### src/rtl/uart_tx_arbiter_pkg.sv
// uart_ctrl_pkg: shared types for the UART TX arbiter slice.
// Holds the FSM state enum, byte type and link code constants.
package uart_ctrl_pkg;

  typedef enum logic [1:0] {
    IDLE,
    GRANT,
    XFER
  } state_t;

  typedef logic [7:0] byte_t;

  localparam logic [1:0] BAUD_9600   = 2'b00;
  localparam logic [1:0] BAUD_19200  = 2'b01;
  localparam logic [1:0] BAUD_57600  = 2'b10;
  localparam logic [1:0] BAUD_115200 = 2'b11;

  localparam logic [1:0] PAR_NONE  = 2'b00;
  localparam logic [1:0] PAR_EVEN  = 2'b01;
  localparam logic [1:0] PAR_ODD   = 2'b10;
  localparam logic [1:0] PAR_SPACE = 2'b11;

endpackage

### src/rtl/uart_tx_arbiter_if.sv
// uart_tx_arbiter_if: N_REQ byte-stream requester bundle.
// master = requesters (valid/data/last), slave = arbiter (ready).
interface uart_tx_arbiter_if #(
  parameter int N_REQ = 4
);
  logic [N_REQ-1:0]   req_valid;
  logic [N_REQ*8-1:0] req_data;
  logic [N_REQ-1:0]   req_last;
  logic [N_REQ-1:0]   req_ready;

  modport master (
    output req_valid,
    output req_data,
    output req_last,
    input  req_ready
  );

  modport slave (
    input  req_valid,
    input  req_data,
    input  req_last,
    output req_ready
  );
endinterface

### src/rtl/uart_tx_arbiter_rr_pick.sv
// uart_rr_pick: combinational round-robin picker.
// req vector + last grantee -> first set index after last (wrapping), found.
module uart_rr_pick #(
  parameter int N = 4,
  parameter int W = 2
) (
  input  logic [N-1:0] req,
  input  logic [W-1:0] last,
  output logic [W-1:0] winner,
  output logic         found
);

  localparam logic [W:0] NN = (W+1)'(N);

  logic [W:0] idx;

  always_comb begin
    winner = last;
    found  = 1'b0;
    idx    = '0;
    for (int k = 1; k <= N; k++) begin
      idx = {1'b0, last} + (W+1)'(k);
      if (idx >= NN) idx = idx - NN;
      if (!found && req[idx[W-1:0]]) begin
        found  = 1'b1;
        winner = idx[W-1:0];
      end
    end
  end

endmodule

### src/rtl/uart_tx_arbiter.sv
// uart_tx_arbiter: shares the UART TX FIFO write port among N_REQ
// requesters (rr + packet lock) and owns baud/parity, applied on drain.
// Ports: clock, reset_n, req (slave), tx_fifo_full/empty, tx_active_flag,
// send, tx_data, cfg_wr/baud/parity, baud_rate, parity_type,
// cfg_pending, grant_valid, grant_id.
module uart_tx_arbiter
  import uart_ctrl_pkg::*;
#(
  parameter int         N_REQ      = 4,
  parameter int         MAX_BURST  = 16,
  parameter int         IDLE_TMO   = 64,
  parameter logic [1:0] DEF_BAUD   = BAUD_57600,
  parameter logic [1:0] DEF_PARITY = PAR_NONE,
  localparam int        GW         = $clog2(N_REQ)
) (
  input  logic              clock,
  input  logic              reset_n,
  uart_tx_arbiter_if.slave  req,
  input  logic              tx_fifo_full,
  input  logic              tx_fifo_empty,
  input  logic              tx_active_flag,
  output logic              send,
  output byte_t             tx_data,
  input  logic              cfg_wr,
  input  logic [1:0]        cfg_baud,
  input  logic [1:0]        cfg_parity,
  output logic [1:0]        baud_rate,
  output logic [1:0]        parity_type,
  output logic              cfg_pending,
  output logic              grant_valid,
  output logic [GW-1:0]     grant_id
);

  localparam byte_t BURST = byte_t'(MAX_BURST);
  localparam byte_t TMO   = byte_t'(IDLE_TMO);

  state_t           state, state_nx;
  logic [GW-1:0]    gid_nx, winner;
  logic             found;
  byte_t            beats, beats_nx;
  byte_t            idle, idle_nx;
  logic [N_REQ-1:0] ready;
  logic             g_valid, g_last, accept, apply;
  byte_t            g_data;
  logic [1:0]       pend_baud, pend_parity;

  uart_rr_pick #(
    .N (N_REQ),
    .W (GW)
  ) u_pick (
    .req    (req.req_valid),
    .last   (grant_id),
    .winner (winner),
    .found  (found)
  );

  assign g_valid     = req.req_valid[grant_id];
  assign g_last      = req.req_last[grant_id];
  assign g_data      = req.req_data[{grant_id, 3'b000} +: 8];
  assign accept      = (state == XFER) && g_valid && !tx_fifo_full;
  assign grant_valid = (state != IDLE);
  assign req.req_ready = ready;

  // Settings only move while nothing of ours can be in flight.
  assign apply = cfg_pending && (state == IDLE)
              && tx_fifo_empty && !tx_active_flag;

  always_comb begin
    state_nx = state;
    gid_nx   = grant_id;
    beats_nx = beats;
    idle_nx  = idle;
    ready    = '0;
    send     = 1'b0;
    tx_data  = '0;
    unique case (state)
      IDLE: begin
        if (!cfg_pending && found) begin
          state_nx = GRANT;
          gid_nx   = winner;
        end
      end
      GRANT: begin
        state_nx = XFER;
        beats_nx = '0;
        idle_nx  = '0;
      end
      XFER: begin
        ready[grant_id] = !tx_fifo_full;
        send            = accept;
        tx_data         = accept ? g_data : '0;
        if (accept) begin
          beats_nx = beats + 1'b1;
          idle_nx  = '0;
          if (g_last || beats_nx == BURST) state_nx = IDLE;
        end else if (!tx_fifo_full) begin
          // Only a requester gap counts; a full FIFO freezes it.
          idle_nx = idle + 1'b1;
          if (idle_nx == TMO) state_nx = IDLE;
        end
      end
      default: state_nx = IDLE;
    endcase
  end

  always_ff @(posedge clock or negedge reset_n) begin
    if (!reset_n) begin
      state    <= IDLE;
      grant_id <= GW'(N_REQ - 1);
      beats    <= '0;
      idle     <= '0;
    end else begin
      state    <= state_nx;
      grant_id <= gid_nx;
      beats    <= beats_nx;
      idle     <= idle_nx;
    end
  end

  always_ff @(posedge clock or negedge reset_n) begin
    if (!reset_n) begin
      baud_rate   <= DEF_BAUD;
      parity_type <= DEF_PARITY;
      pend_baud   <= DEF_BAUD;
      pend_parity <= DEF_PARITY;
      cfg_pending <= 1'b0;
    end else begin
      if (cfg_wr) begin
        pend_baud   <= cfg_baud;
        pend_parity <= cfg_parity;
      end
      if (apply) begin
        baud_rate   <= pend_baud;
        parity_type <= pend_parity;
      end
      // A write racing the apply stays pending.
      if (cfg_wr)     cfg_pending <= 1'b1;
      else if (apply) cfg_pending <= 1'b0;
    end
  end

endmodule

### src/flat_wrapper.sv
// flat-port wrapper written by rule: the top's interface ports become plain ports
module uart_tx_arbiter_flat import uart_ctrl_pkg::*;
#(
  parameter int         N_REQ      = 4,
  parameter int         MAX_BURST  = 16,
  parameter int         IDLE_TMO   = 64,
  parameter logic [1:0] DEF_BAUD   = BAUD_57600,
  parameter logic [1:0] DEF_PARITY = PAR_NONE,
  localparam int        GW         = $clog2(N_REQ)
)
  (clock, reset_n, tx_fifo_full, tx_fifo_empty, tx_active_flag, send, tx_data, cfg_wr, cfg_baud, cfg_parity, baud_rate, parity_type, cfg_pending, grant_valid, grant_id, req_req_valid, req_req_data, req_req_last, req_req_ready);
  uart_tx_arbiter_if #(.N_REQ(N_REQ)) req_i ();
  input  logic clock;
  input  logic reset_n;
  input  logic tx_fifo_full;
  input  logic tx_fifo_empty;
  input  logic tx_active_flag;
  output logic send;
  output byte_t tx_data;
  input  logic cfg_wr;
  input  logic [1:0] cfg_baud;
  input  logic [1:0] cfg_parity;
  output logic [1:0] baud_rate;
  output logic [1:0] parity_type;
  output logic cfg_pending;
  output logic grant_valid;
  output logic [GW-1:0] grant_id;
  input wire logic [$bits(req_i.req_valid)-1:0] req_req_valid;
  input wire logic [$bits(req_i.req_data)-1:0] req_req_data;
  input wire logic [$bits(req_i.req_last)-1:0] req_req_last;
  output wire logic [$bits(req_i.req_ready)-1:0] req_req_ready;
  assign req_i.req_valid = req_req_valid;
  assign req_i.req_data = req_req_data;
  assign req_i.req_last = req_req_last;
  assign req_req_ready = req_i.req_ready;
  uart_tx_arbiter #(.N_REQ(N_REQ), .MAX_BURST(MAX_BURST), .IDLE_TMO(IDLE_TMO), .DEF_BAUD(DEF_BAUD), .DEF_PARITY(DEF_PARITY)) u_core (.clock(clock), .reset_n(reset_n), .req(req_i), .tx_fifo_full(tx_fifo_full), .tx_fifo_empty(tx_fifo_empty), .tx_active_flag(tx_active_flag), .send(send), .tx_data(tx_data), .cfg_wr(cfg_wr), .cfg_baud(cfg_baud), .cfg_parity(cfg_parity), .baud_rate(baud_rate), .parity_type(parity_type), .cfg_pending(cfg_pending), .grant_valid(grant_valid), .grant_id(grant_id));
endmodule
### config.mk
export PLATFORM = sky130hd
export DESIGN_NAME = uart_tx_arbiter_flat
export DESIGN_NICKNAME = d
export VERILOG_FILES = /design/src/rtl/uart_tx_arbiter_pkg.sv /design/src/rtl/uart_tx_arbiter_if.sv /design/src/rtl/uart_tx_arbiter_rr_pick.sv /design/src/rtl/uart_tx_arbiter.sv /design/src/flat_wrapper.sv
export SDC_FILE = /design/constraint.sdc
export NUM_CORES = 1
export LEC_CHECK = 0
export CORE_MARGIN = 3
export CORE_UTILIZATION = 48
export DETAILED_ROUTE_END_ITERATION = 8
export GPL_TIMING_DRIVEN = 0
export PLACE_DENSITY = 0.85
export REMOVE_ABC_BUFFERS = 1
export SLEW_MARGIN = 20
export SYNTH_ARGS = -nofsm -noshare
export SYNTH_HDL_FRONTEND = slang
export SYNTH_HIERARCHICAL = 1
export SYNTH_SLANG_ARGS = --single-unit
### constraint.sdc
create_clock -name clock -period 5.3 [get_ports clock]
set_input_delay 0.795 -clock clock [delete_from_list [all_inputs] [get_ports clock]]
set_output_delay 0.795 -clock clock [all_outputs]
set_load 0.01 [all_outputs]
Word level (Yosys, flattened, before mapping) --
Index checks and enable logic that the tools add are counted.
Cells by class: add/subtract/negate cells 10, multipliers 0, div/mod/pow operators 0, order comparisons 10, equality and inequality tests 9, shift operators 1, muxes and demuxes 43, bitwise logic cells 1, reductions and logical operators 26
Operators with widths (count):
- $mux 8 | 5
- $pmux 8 s2 | 2
- $shiftx 32x6->8 | 1
- $mux 2 | 13
- $add 8x1->8 const B | 2
- $lt 2x3->1 const B | 5
- $mux 1 | 14
- $bmux 1 s2 | 6
- $ge 3x3->1 const B | 4
- $logic_and 1x1->1 | 10
- $eq 8x5->1 const B | 1
- $eq 8x7->1 const B | 1
- $sub 2x1->2 const B | 4
- $add 2x2->3 const B | 2
- $logic_not 1->1 | 6
- $ne 3x2->1 const B | 2
- $pmux 2 s3 | 1
- $reduce_bool 2->1 | 3
- $and 4x4->4 | 1
- $mux 4 | 1
- $reduce_and 2->1 | 2
- $reduce_and 4->1 | 1
- $reduce_bool 4->1 | 1
- $add 2x1->3 const B | 1
- 11 further kinds | 11
Storage, ports and cells: register bits after elaboration 29, bits in latches 0, memory bits (writable) 0, bits in read-only memories 0, bits of input ports 50, output and inout port bits 21, logic and storage cells 109, memories 0

Longest topological paths before layout --
Gate-level depths: netlist (run 1).
word-level depth 18, mapped depth 7, depth with buffers taken out 5

Cells and area by module --
Netlist (run 1), hierarchy kept.
Modules (own cells, without submodules):
- uart_tx_arbiter | instances 1, cells each 173, area an instance 1878.1 µm², sequential area each 730.7 µm²
- uart_rr_pick | instances 1, cells each 14, area an instance 82.6 µm², sequential area each 0.0 µm²

Worst setup path after synthesis (run 1) --
OpenSTA, ideal clock, no wires.
path kind input port to output port, start input req_req_valid[3], end output tx_data[0], arrival 1754 ps, data required time 4505 ps, setup slack 2751 ps, stages on the path 3, buffers on the path 1, path through mux4_2 -> buf_6 -> and3_1
Between the ends: cells in the longest elaborated chain, start to end 6
Ends and longest elaborated chain:
- start: declaration | line flat_wrapper.sv:28 | input wire logic [$bits(req_i.req_valid)-1:0] req_req_valid;
- $bmux 1 s2 | line uart_tx_arbiter.sv:57 | assign g_valid = req.req_valid[grant_id];
- $mux 1 (not written as such) | line uart_tx_arbiter.sv:57
- $logic_and 1x1->1 (2 in series) | line uart_tx_arbiter.sv:60 | assign accept = (state == XFER) && g_valid && !tx_fifo_full;
- $mux 8 | line uart_tx_arbiter.sv:91 | tx_data = accept ? g_data : '0;
- $mux 8 | line uart_tx_arbiter.sv:76 | unique case (state)
- end: declaration | line flat_wrapper.sv:19 | output byte_t tx_data;
Every way passes these cells. The select of a mux whose other input is x is not followed.

Worst setup path in the final report (run 1) --
start input tx_fifo_full, end output send
Between the ends: cells in the longest elaborated chain, start to end 3
Ends and longest elaborated chain:
- start: declaration | line flat_wrapper.sv:15 | input logic tx_fifo_full;
- $logic_not 1->1 | line uart_tx_arbiter.sv:60
- $logic_and 1x1->1 | line uart_tx_arbiter.sv:60
- $mux 1 | line uart_tx_arbiter.sv:76
- end: declaration | line flat_wrapper.sv:18 | output logic send;
Every way passes these cells.

==> results of run 1 <==
## state kept, by name, summed over array words and instances (netlist names)
signal and count:
u_core/parity_type 2, u_core/beats 8, u_core/state 2, u_core/pend_baud 2, u_core/cfg_pending 1, u_core/baud_rate 2, u_core/idle 8, u_core/grant_id 2
u_core/pend_parity 2
## metal layers
layer | wire (microns) | vias up | global-route usage (%)
li1 | - | 848 | -
met1 | 2250 | 861 | 27.0
met2 | 2660 | 31 | 35.3
met3 | 149 | 4 | 5.76
met4 | 48 | 0 | 6.60
met5 | 0 | - | 0
## cell families after synthesis
group                    count (synthesis)  synth area share (%)
adder cells (fa/ha/maj)                  2                  1.28
multiplexers                            25                  20.6
flip-flops                              29                  37.3
buffers and inverters                   21                  5.30
AND/OR/NAND/NOR                         68                  20.0
AO/OA/AOI/OAI                           42                  15.6
## critical path, cell delays in order
cell and delay [ns]:
clkdlybuf4s50_1 0.56, nor3b_2 0.91, nand2_4 0.13, inv_2 0.22, clkdlybuf4s50_1 0.57
## through the flow
step | utilization (%) | hold WS [ns] | std cells | setup slack [ns]
6_report | 72.8 | 0.485 | 302 | 1.30
3_3_place_gp | 69.9 | 0.465 | 294 | 1.32
2_1_floorplan | - | 0.442 | 176 | 2.76
5_1_grt | 72.8 | 0.525 | 302 | 1.14
4_1_cts | 72.8 | 0.482 | 302 | 1.31
3_5_place_dp | 69.8 | 0.471 | 294 | 1.31
## power by group through the flow
stage / Sequential (mW) / Combinational, mW / Clock, mW
6_report: 0.384 / 0.501 / 0.233
5_1_grt: 0.401 / 0.546 / 0.251
4_1_cts: 0.384 / 0.503 / 0.238
3_5_place_dp: 0.387 / 0.499 / 0
3_3_place_gp: 0.386 / 0.490 / 0
2_1_floorplan: 0.374 / 0.291 / 0
## cell type report
| type | instances | share of cell area, % |
|---|---|---|
| Clock inverter | 1 | 1.09 |
| Multi-Input combinational cell | 137 | 40.7 |
| Tap cell | 48 | 2.17 |
| Inverter | 10 | 1.36 |
| Sequential cell | 29 | 26.4 |
| Timing Repair Buffer | 70 | 25.1 |
| Clock buffer | 7 | 3.12 |
## how the worst max path moves through the flow
stage | startpoint | to | slack [ns] | depth (start not counted)
after floorplan | u_core/grant_id[0] | tx_data[0] | 2.76 | 2
after global placement | tx_fifo_full | send | 1.32 | 5
after detailed placement | tx_fifo_full | send | 1.31 | 5
after CTS | tx_fifo_full | send | 1.31 | 5
after global routing | tx_fifo_full | send | 1.14 | 5
final | tx_fifo_full | send | 1.30 | 5
## cell usage in the layout, fill, tap and decap left out, types with 7 or more instances in the layout
cell type | Yosys | layout
mux2_2 | 11 | 11
and3_1 | 14 | 14
nand2_1 | 11 | 11
a21oi_1 | 9 | 9
clkdlybuf4s50_1 | 0 | 69
inv_1 | 9 | 9
nand3_1 | 7 | 7
nor2b_1 | 7 | 7
dfrtp_1 | 25 | 25
==> impl_metrics.json, run 1 <==
{
  "outcome": "finished clean",
  "avgSynthCellArea_sq_um": 10.5,
  "dp_hpwl_mm": 3.79,
  "final_area_sq_mm": 0.00277,
  "grt_pass1_wl_mm": 8.37,
  "synth_area_sq_mm": 0.00196,
  "yosysSeqAreaShare_pct": 37.3,
  "cts-buffers-inserted": 5,
  "period_needed_ns": 4.00,
  "drt-total-wl_mm": 5.11,
  "worstSetupStartpointType": "input pin",
  "cts.sinks": 29,
  "antenna_found_initial": 0,
  "slew_violations": 0,
  "p_per_area_mw_per_mm2": 404,
  "io_pins": 71,
  "reg2reg_from": "u_core/grant_id[0]",
  "pwr-share-seq_pct": 34.4,
  "grt_max_degree": 30,
  "yosysTopAreaCell": "dfrtp_1",
  "die_h_microns": 69.9,
  "min_path_type": "flop to flop",
  "coreArea_sq_mm": 0.00380,
  "cts_max_path_buffers": 2,
  "clock_skew_ns": 0.00455,
  "holdPathEnd": "u_core/beats[7]",
  "finalCritPeriodShare_pct": 75.4,
  "drt_iter0_drc": 124,
  "worstPathArrival_ns": 3.20,
  "hold_viol_final": 0,
  "initial_core_util_pct": 51.6,
  "synth_edf_count": 0,
  "layout.nets": 305,
  "drive_above_1_share_pct": 14.2,
  "wl_per_cell_microns": 16.9,
  "combPwrFrac_pct": 44.8,
  "synth_cells": 187,
  "synthDistinctLibCells": 49,
  "multi_input_comb_area_sq_mm": 0.00113,
  "critPathCaptureType": "output pin",
  "async_flop_share_pct": 100,
  "num_rows": 22,
  "p_sw_mw": 0.387,
  "via_per_inst": 5.77,
  "slew_headroom_pct": 30.8,
  "io_buffers": 70,
  "area_delta_synth_final_pct": 41.1,
  "power_mw": 1.12,
  "p_sw_share_pct": 34.7,
  "vias": 1744,
  "clk_pin_slew_ns": 0.06,
  "p_int_mw": 0.730,
  "yosysTopAreaCellShare_pct": 31.9,
  "fmax_ghz": 0.250,
  "gp_congestion": 0.840,
  "seqCellArea_sq_um": 731,
  "postPlaceCellArea_sq_mm": 0.00265,
  "gr-total-overflow": 0,
  "die_area_sq_mm": 0.00489,
  "path_class": "input pin to output pin",
  "cts_hold_buffers": 0,
  "synthFlopType": "dfrtp_1",
  "cts_resized": 0,
  "cts_tree": "done",
  "worstMarginPinSlew_ns": 1.03,
  "setup_viol": 0,
  "clock_latency_ns": 0.27,
  "synthTopCellsByCount": "25 x dfrtp_1, 14 x and3_1, 11 x mux2_2, 11 x nand2_1",
  "final_antenna_net_count": 0,
  "leakage_nw": 1.13,
  "firstDrtPassIters": 4,
  "ff2ff_path_depth": 5,
  "vdd_drop_max_uv": 327,
  "synth_area_leaders": "dfrtp_1 32%, mux4_2 6.9%, mux2_2 6.3%, dfstp_2 5.4%, mux4_1 5.4%",
  "grt_use_total_pct": 21.2,
  "p_clk_share_pct": 20.8,
  "cts_root_buf": "clkbuf_8",
  "rsz0062_at_grt": "no",
  "grt_pass1_vias": 1727,
  "required_ns": 4.51,
  "max-cap-violations": 0,
  "fin_setup_tns_ns": 0,
  "critPathMaxFanout": 15,
  "filler_cell_count": 300,
  "post-synth-top-count-cell": "dfrtp_1",
  "htree_levels": 2,
  "r2r_end": "u_core/beats[2]",
  "antenna_cells": 0,
  "hold_depth": 1,
  "synth-seq-cells": 29,
  "drc": 0,
  "ys_warn_count": 6,
  "min_from": "u_core/beats[7]",
  "die_w_microns": 69.9,
  "post_cts_buffers": 0,
  "r2r_slack_ns": 3.00
}
(Power assumes the default switching activity.)
==> inputs of run 2 (changes only) <==
--- a/config.mk
+++ b/config.mk
@@ -6,10 +6,10 @@
 export NUM_CORES = 1
 export LEC_CHECK = 0
 export CORE_MARGIN = 3
-export CORE_UTILIZATION = 48
+export CORE_UTILIZATION = 41
 export DETAILED_ROUTE_END_ITERATION = 8
 export GPL_TIMING_DRIVEN = 0
-export PLACE_DENSITY = 0.85
+export PLACE_DENSITY = 0.77
 export REMOVE_ABC_BUFFERS = 1
 export SLEW_MARGIN = 20
 export SYNTH_ARGS = -nofsm -noshare
==> constraint.sdc (replaced) <==
create_clock -name clock -period 3.3 [get_ports clock]
set_input_delay 0.495 -clock clock [delete_from_list [all_inputs] [get_ports clock]]
set_output_delay 0.495 -clock clock [all_outputs]
set_load 0.01 [all_outputs]
==> run 2 against run 1 <==
  * Final cell count grew 1.3%
  * Global-route usage down 2.9 points
  * Clock power up 21%
  * Total power increased by 52%
  * Combinational power up 61%
  * Critical path type unchanged
  * Largest cell class unchanged
  * Largest power group unchanged
==> impl_metrics.json, run 2 (synthesis gave the netlist of run 1 again) <==
{
  "outcome": "finished clean",
  "finalCritPeriodShare_pct": 94.1,
  "gr-total-overflow": 0,
  "dp_hpwl_mm": 3.65,
  "cts.sinks": 29,
  "rsz0062_at_grt": "no",
  "cts_tree": "done",
  "worstSetupStartpointType": "input pin",
  "clock_skew_ns": 0.00411,
  "path_class": "input pin to output pin",
  "cts-buffers-inserted": 5,
  "reg.largest.list": "u_core/beats: 8 flops, u_core/idle: 8 flops",
  "max-cap-violations": 0,
  "worstPathArrival_ns": 2.61,
  "slew_headroom_pct": 55.4,
  "startpoint": "tx_fifo_full",
  "gp_congestion": 0.795,
  "hold_viol_final": 0,
  "drt-total-wl_mm": 4.72,
  "critPathMaxFanout": 15,
  "grt_max_degree": 30,
  "layout_common_cells": "69 x clkdlybuf4s50_1, 25 x dfrtp_1, 14 x and3_1",
  "slew_violations": 0,
  "io_buffers": 70,
  "required_ns": 2.80,
  "fin_util_pct": 61.5,
  "die_h_microns": 75.2,
  "fmax_ghz": 0.322,
  "setup_viol": 0,
  "initial_core_util_pct": 43.8,
  "via_per_inst": 5.74,
  "drive_above_1_share_pct": 14.6,
  "area_delta_synth_final_pct": 40.3,
  "worstMarginPinSlew_ns": 0.668,
  "vias": 1757,
  "antenna_found_initial": 0,
  "multi_input_comb_area_sq_mm": 0.00113,
  "cts_root_buf": "clkbuf_8",
  "setup_ws_ns": 0.196,
  "grt_pass1_wl_mm": 7.94,
  "firstDrtPassIters": 4,
  "seqCellArea_sq_um": 734,
  "wl_per_cell_microns": 15.4,
  "final_common_cell": "clkdlybuf4s50_1",
  "clk_pin_slew_ns": 0.06,
  "critPathCaptureType": "output pin",
  "grt_use_total_pct": 18.4,
  "layout.nets": 305,
  "drc": 0,
  "reg2reg_from": "u_core/grant_id[0]",
  "dp_cells": 298,
  "final_antenna_net_count": 0,
  "drt_iter0_drc": 115,
  "min_path_type": "input pin to async pin",
  "io_pins": 71,
  "clock_latency_ns": 0.28,
  "die_w_microns": 75.2,
  "die_area_sq_mm": 0.00565,
  "antenna_cells": 0,
  "cts_max_path_buffers": 2,
  "coreArea_sq_mm": 0.00447,
  "leakage_nw": 1.12,
  "num_rows": 24,
  "filler_cell_count": 354,
  "vdd_drop_max_uv": 382,
  "power_mw": 1.70,
  "grt_pass1_vias": 1792,
  "post_cts_buffers": 0,
  "dp_worst_setup_slack_ns": -0.0239,
  "worst_hold_slack_ns": 0.226,
  "period_needed_ns": 3.10,
  "htree_levels": 2,
  "p_per_area_mw_per_mm2": 619,
  "final_cells": 306
}
run 2: worst paths after layout:
path                            slack (ns)  cells after the start              end
worst max register to register        1.10                      4  u_core/beats[5]
min in group clock                    0.47                      1  u_core/beats[7]
worst max-delay path                  0.20                      5             send
worst min register to register        0.47                      1  u_core/beats[7]
worst min-delay path                  0.23                      1   u_core/idle[5]
max in group asynchronous             2.66                      1   u_core/idle[4]
run 2: final cells by class:
class / count / area share, %
clock buffers: 5 / 2.50
clock inverters: 3 / 0.637
multi-input cells: 137 / 41.2
flip-flops and latches: 29 / 26.7
repair buffers: 70 / 25.3
inverters: 10 / 1.36
well taps: 52 / 2.36
run 2: metal layers:
metal  up-vias  global-route usage [%]  part of all wire [%]
li1        848                       -                     -
met1       840                    22.4                    40
met2        60                    29.9                    50
met3         9                    7.88                   8.6
met4         0                    5.24                   1.2
met5         -                       0                     0
run 2: timing repair:
| action | 4_1_cts | 5_1_grt |
|---|---|---|
| gates resized for setup | 1 | 1 |
| pin swaps | 0 | 0 |
| endpoints found under the setup margin | 1 | 1 |
| hold buffers | 0 | 0 |
run 2: metrics by stage:
step | area, sq um | TNS [ns]
detailed placement | 2660 | -0.0239
global route | 2750 | 0
finish | 2750 | 0
CTS | 2750 | 0
global placement | 2660 | -0.0398
floorplan | 1890 | 0
run 2: power breakdown:
part,internal [mW],switching (mW)
logic,0.473,0.332
registers,0.462,0.155
clock network,0.145,0.136
total,1.08,0.622
run 2: critical path: stages:
cell,delay [ns]
clkdlybuf4s50_1,0.56
nor3b_4,0.65
nand2_4,0.14
inv_2,0.20
clkdlybuf4s50_1,0.57
==> inputs of run 3 (changes only) <==
--- a/config.mk
+++ b/config.mk
@@ -11,6 +11,7 @@
 export GPL_TIMING_DRIVEN = 0
 export PLACE_DENSITY = 0.77
 export REMOVE_ABC_BUFFERS = 1
+export SKIP_LAST_GASP = 1
 export SLEW_MARGIN = 20
 export SYNTH_ARGS = -nofsm -noshare
 export SYNTH_HDL_FRONTEND = slang
==> constraint.sdc (replaced) <==
create_clock -name clock -period 3.3 [get_ports clock]
set_input_delay 0.33 -clock clock [delete_from_list [all_inputs] [get_ports clock]]
set_output_delay 0.33 -clock clock [all_outputs]
set_load 0.01 [all_outputs]
==> run 3 against run 2 <==
  * First-iteration DRC count shrank 6.1%
  * Clock skew hardly changed
  * Critical path depth fell by 1
  * Non-clock buffer count is the same
  * Core utilization fell by 0.22 points
  * Critical path type is now flop to output pin
==> impl_metrics.json, run 3 (synthesis gave the netlist of run 1 again) <==
{
  "outcome": "finished clean",
  "startpoint": "u_core/grant_id[0]",
  "drt_iter0_drc": 108,
  "gr-total-overflow": 0,
  "grt_max_degree": 30,
  "hold_viol_final": 0,
  "required_ns": 2.97,
  "grt_pass1_vias": 1792,
  "reg2reg_from": "u_core/grant_id[0]",
  "die_h_microns": 75.2,
  "die_area_sq_mm": 0.00565,
  "antenna_found_initial": 0,
  "rsz0062_at_grt": "no",
  "finalCritPeriodShare_pct": 91.0,
  "worst_hold_slack_ns": 0.0619,
  "p_per_area_mw_per_mm2": 617,
  "min_path_type": "input pin to async pin",
  "worstPathArrival_ns": 2.67,
  "vdd_drop_max_uv": 381,
  "antenna_cells": 0,
  "cts_tree": "done",
  "setup_viol": 0,
  "multi_input_comb_area_sq_mm": 0.00113,
  "leakage_nw": 1.12,
  "critPathCaptureType": "output pin",
  "reg.largest.list": "u_core/beats: 8 flops, u_core/idle: 8 flops",
  "fmax_ghz": 0.333,
  "worstSetupStartpointType": "flop",
  "initial_core_util_pct": 43.8,
  "io_buffers": 70,
  "grt_pass1_wl_mm": 7.94,
  "cts_hold_buffers": 0,
  "critPathMaxFanout": 19,
  "cts-buffers-inserted": 5,
  "dp_hpwl_mm": 3.65,
  "post_cts_buffers": 0,
  "coreArea_sq_mm": 0.00447,
  "htree_levels": 2,
  "grt_use_total_pct": 18.4,
  "via_per_inst": 5.79,
  "ff2ff_path_depth": 4,
  "cts_max_path_buffers": 2,
  "drive_above_1_share_pct": 14.6,
  "slew_headroom_pct": 35.1,
  "final_common_cell": "clkdlybuf4s50_1",
  "layout_common_cells": "69 x clkdlybuf4s50_1, 25 x dfrtp_1, 14 x and3_1",
  "max-cap-violations": 0,
  "area_delta_synth_final_pct": 39.8,
  "clock_latency_ns": 0.28,
  "clock_skew_ns": 0.00439,
  "slew_violations": 0,
  "layout.nets": 305,
  "firstDrtPassIters": 4,
  "final_antenna_net_count": 0,
  "seqCellArea_sq_um": 731,
  "cts.sinks": 29,
  "period_needed_ns": 3.00,
  "io_pins": 71,
  "worstMarginPinSlew_ns": 0.969,
  "vias": 1771,
  "drt-total-wl_mm": 4.74,
  "clk_pin_slew_ns": 0.06,
  "num_rows": 24,
  "wl_per_cell_microns": 15.5,
  "cts_resized": 0,
  "filler_cell_count": 356,
  "path_class": "flop to output pin",
  "cts_root_buf": "clkbuf_8",
  "fin_setup_tns_ns": 0,
  "gp_congestion": 0.795,
  "r2r_slack_ns": 1.02,
  "r2r_end": "u_core/beats[5]",
  "drc": 0,
  "die_w_microns": 75.2
}
-- run 3: layer usage --
| layer | vias up | global-route usage, % | share of wire [%] |
|---|---|---|---|
| li1 | 849 | - | - |
| met1 | 849 | 22.4 | 40 |
| met2 | 64 | 29.9 | 50 |
| met3 | 9 | 7.88 | 8.5 |
| met4 | 0 | 5.24 | 1.2 |
| met5 | - | 0 | 0 |
-- run 3: worst max-delay path by stage --
stage	to	slack, ns	cells after the start
floorplan	tx_data[0]	1.23	2
detailed placement	send	0.31	5
finish	send	0.30	4
global route	send	0.09	5
CTS	send	0.27	4
global placement	send	0.29	5
-- run 3: stage by stage --
step,total power [mW],area [sq um],utilization [%],setup slack (ns),cells
after global routing,1.82,2740,61.3,0.0940,306
after CTS,1.72,2740,61.3,0.267,306
after global placement,1.40,2660,59.5,0.290,298
after detailed placement,1.42,2660,59.3,0.306,298
after floorplan,1.07,1890,-,1.23,176
final,1.69,2740,61.3,0.297,306
-- run 3: layout make-up --
cell class	count	area share (%)
clock buffers	5	2.51
clock inverters	3	0.639
inverters	10	1.37
multi-input cells	137	41.1
flip-flops and latches	29	26.7
well taps	52	2.37
repair buffers	70	25.4
-- run 3: where the power goes --
group | switching (mW) | internal [mW]
registers | 0.155 | 0.457
clock network | 0.135 | 0.145
logic | 0.331 | 0.469
total | 0.621 | 1.07
-- run 3: critical path: stages, from the launching register on --
cell and delay [ns]:
dfstp_2 0.81, mux4_2 0.79, nand2_4 0.19, inv_2 0.11, clkdlybuf4s50_1 0.49
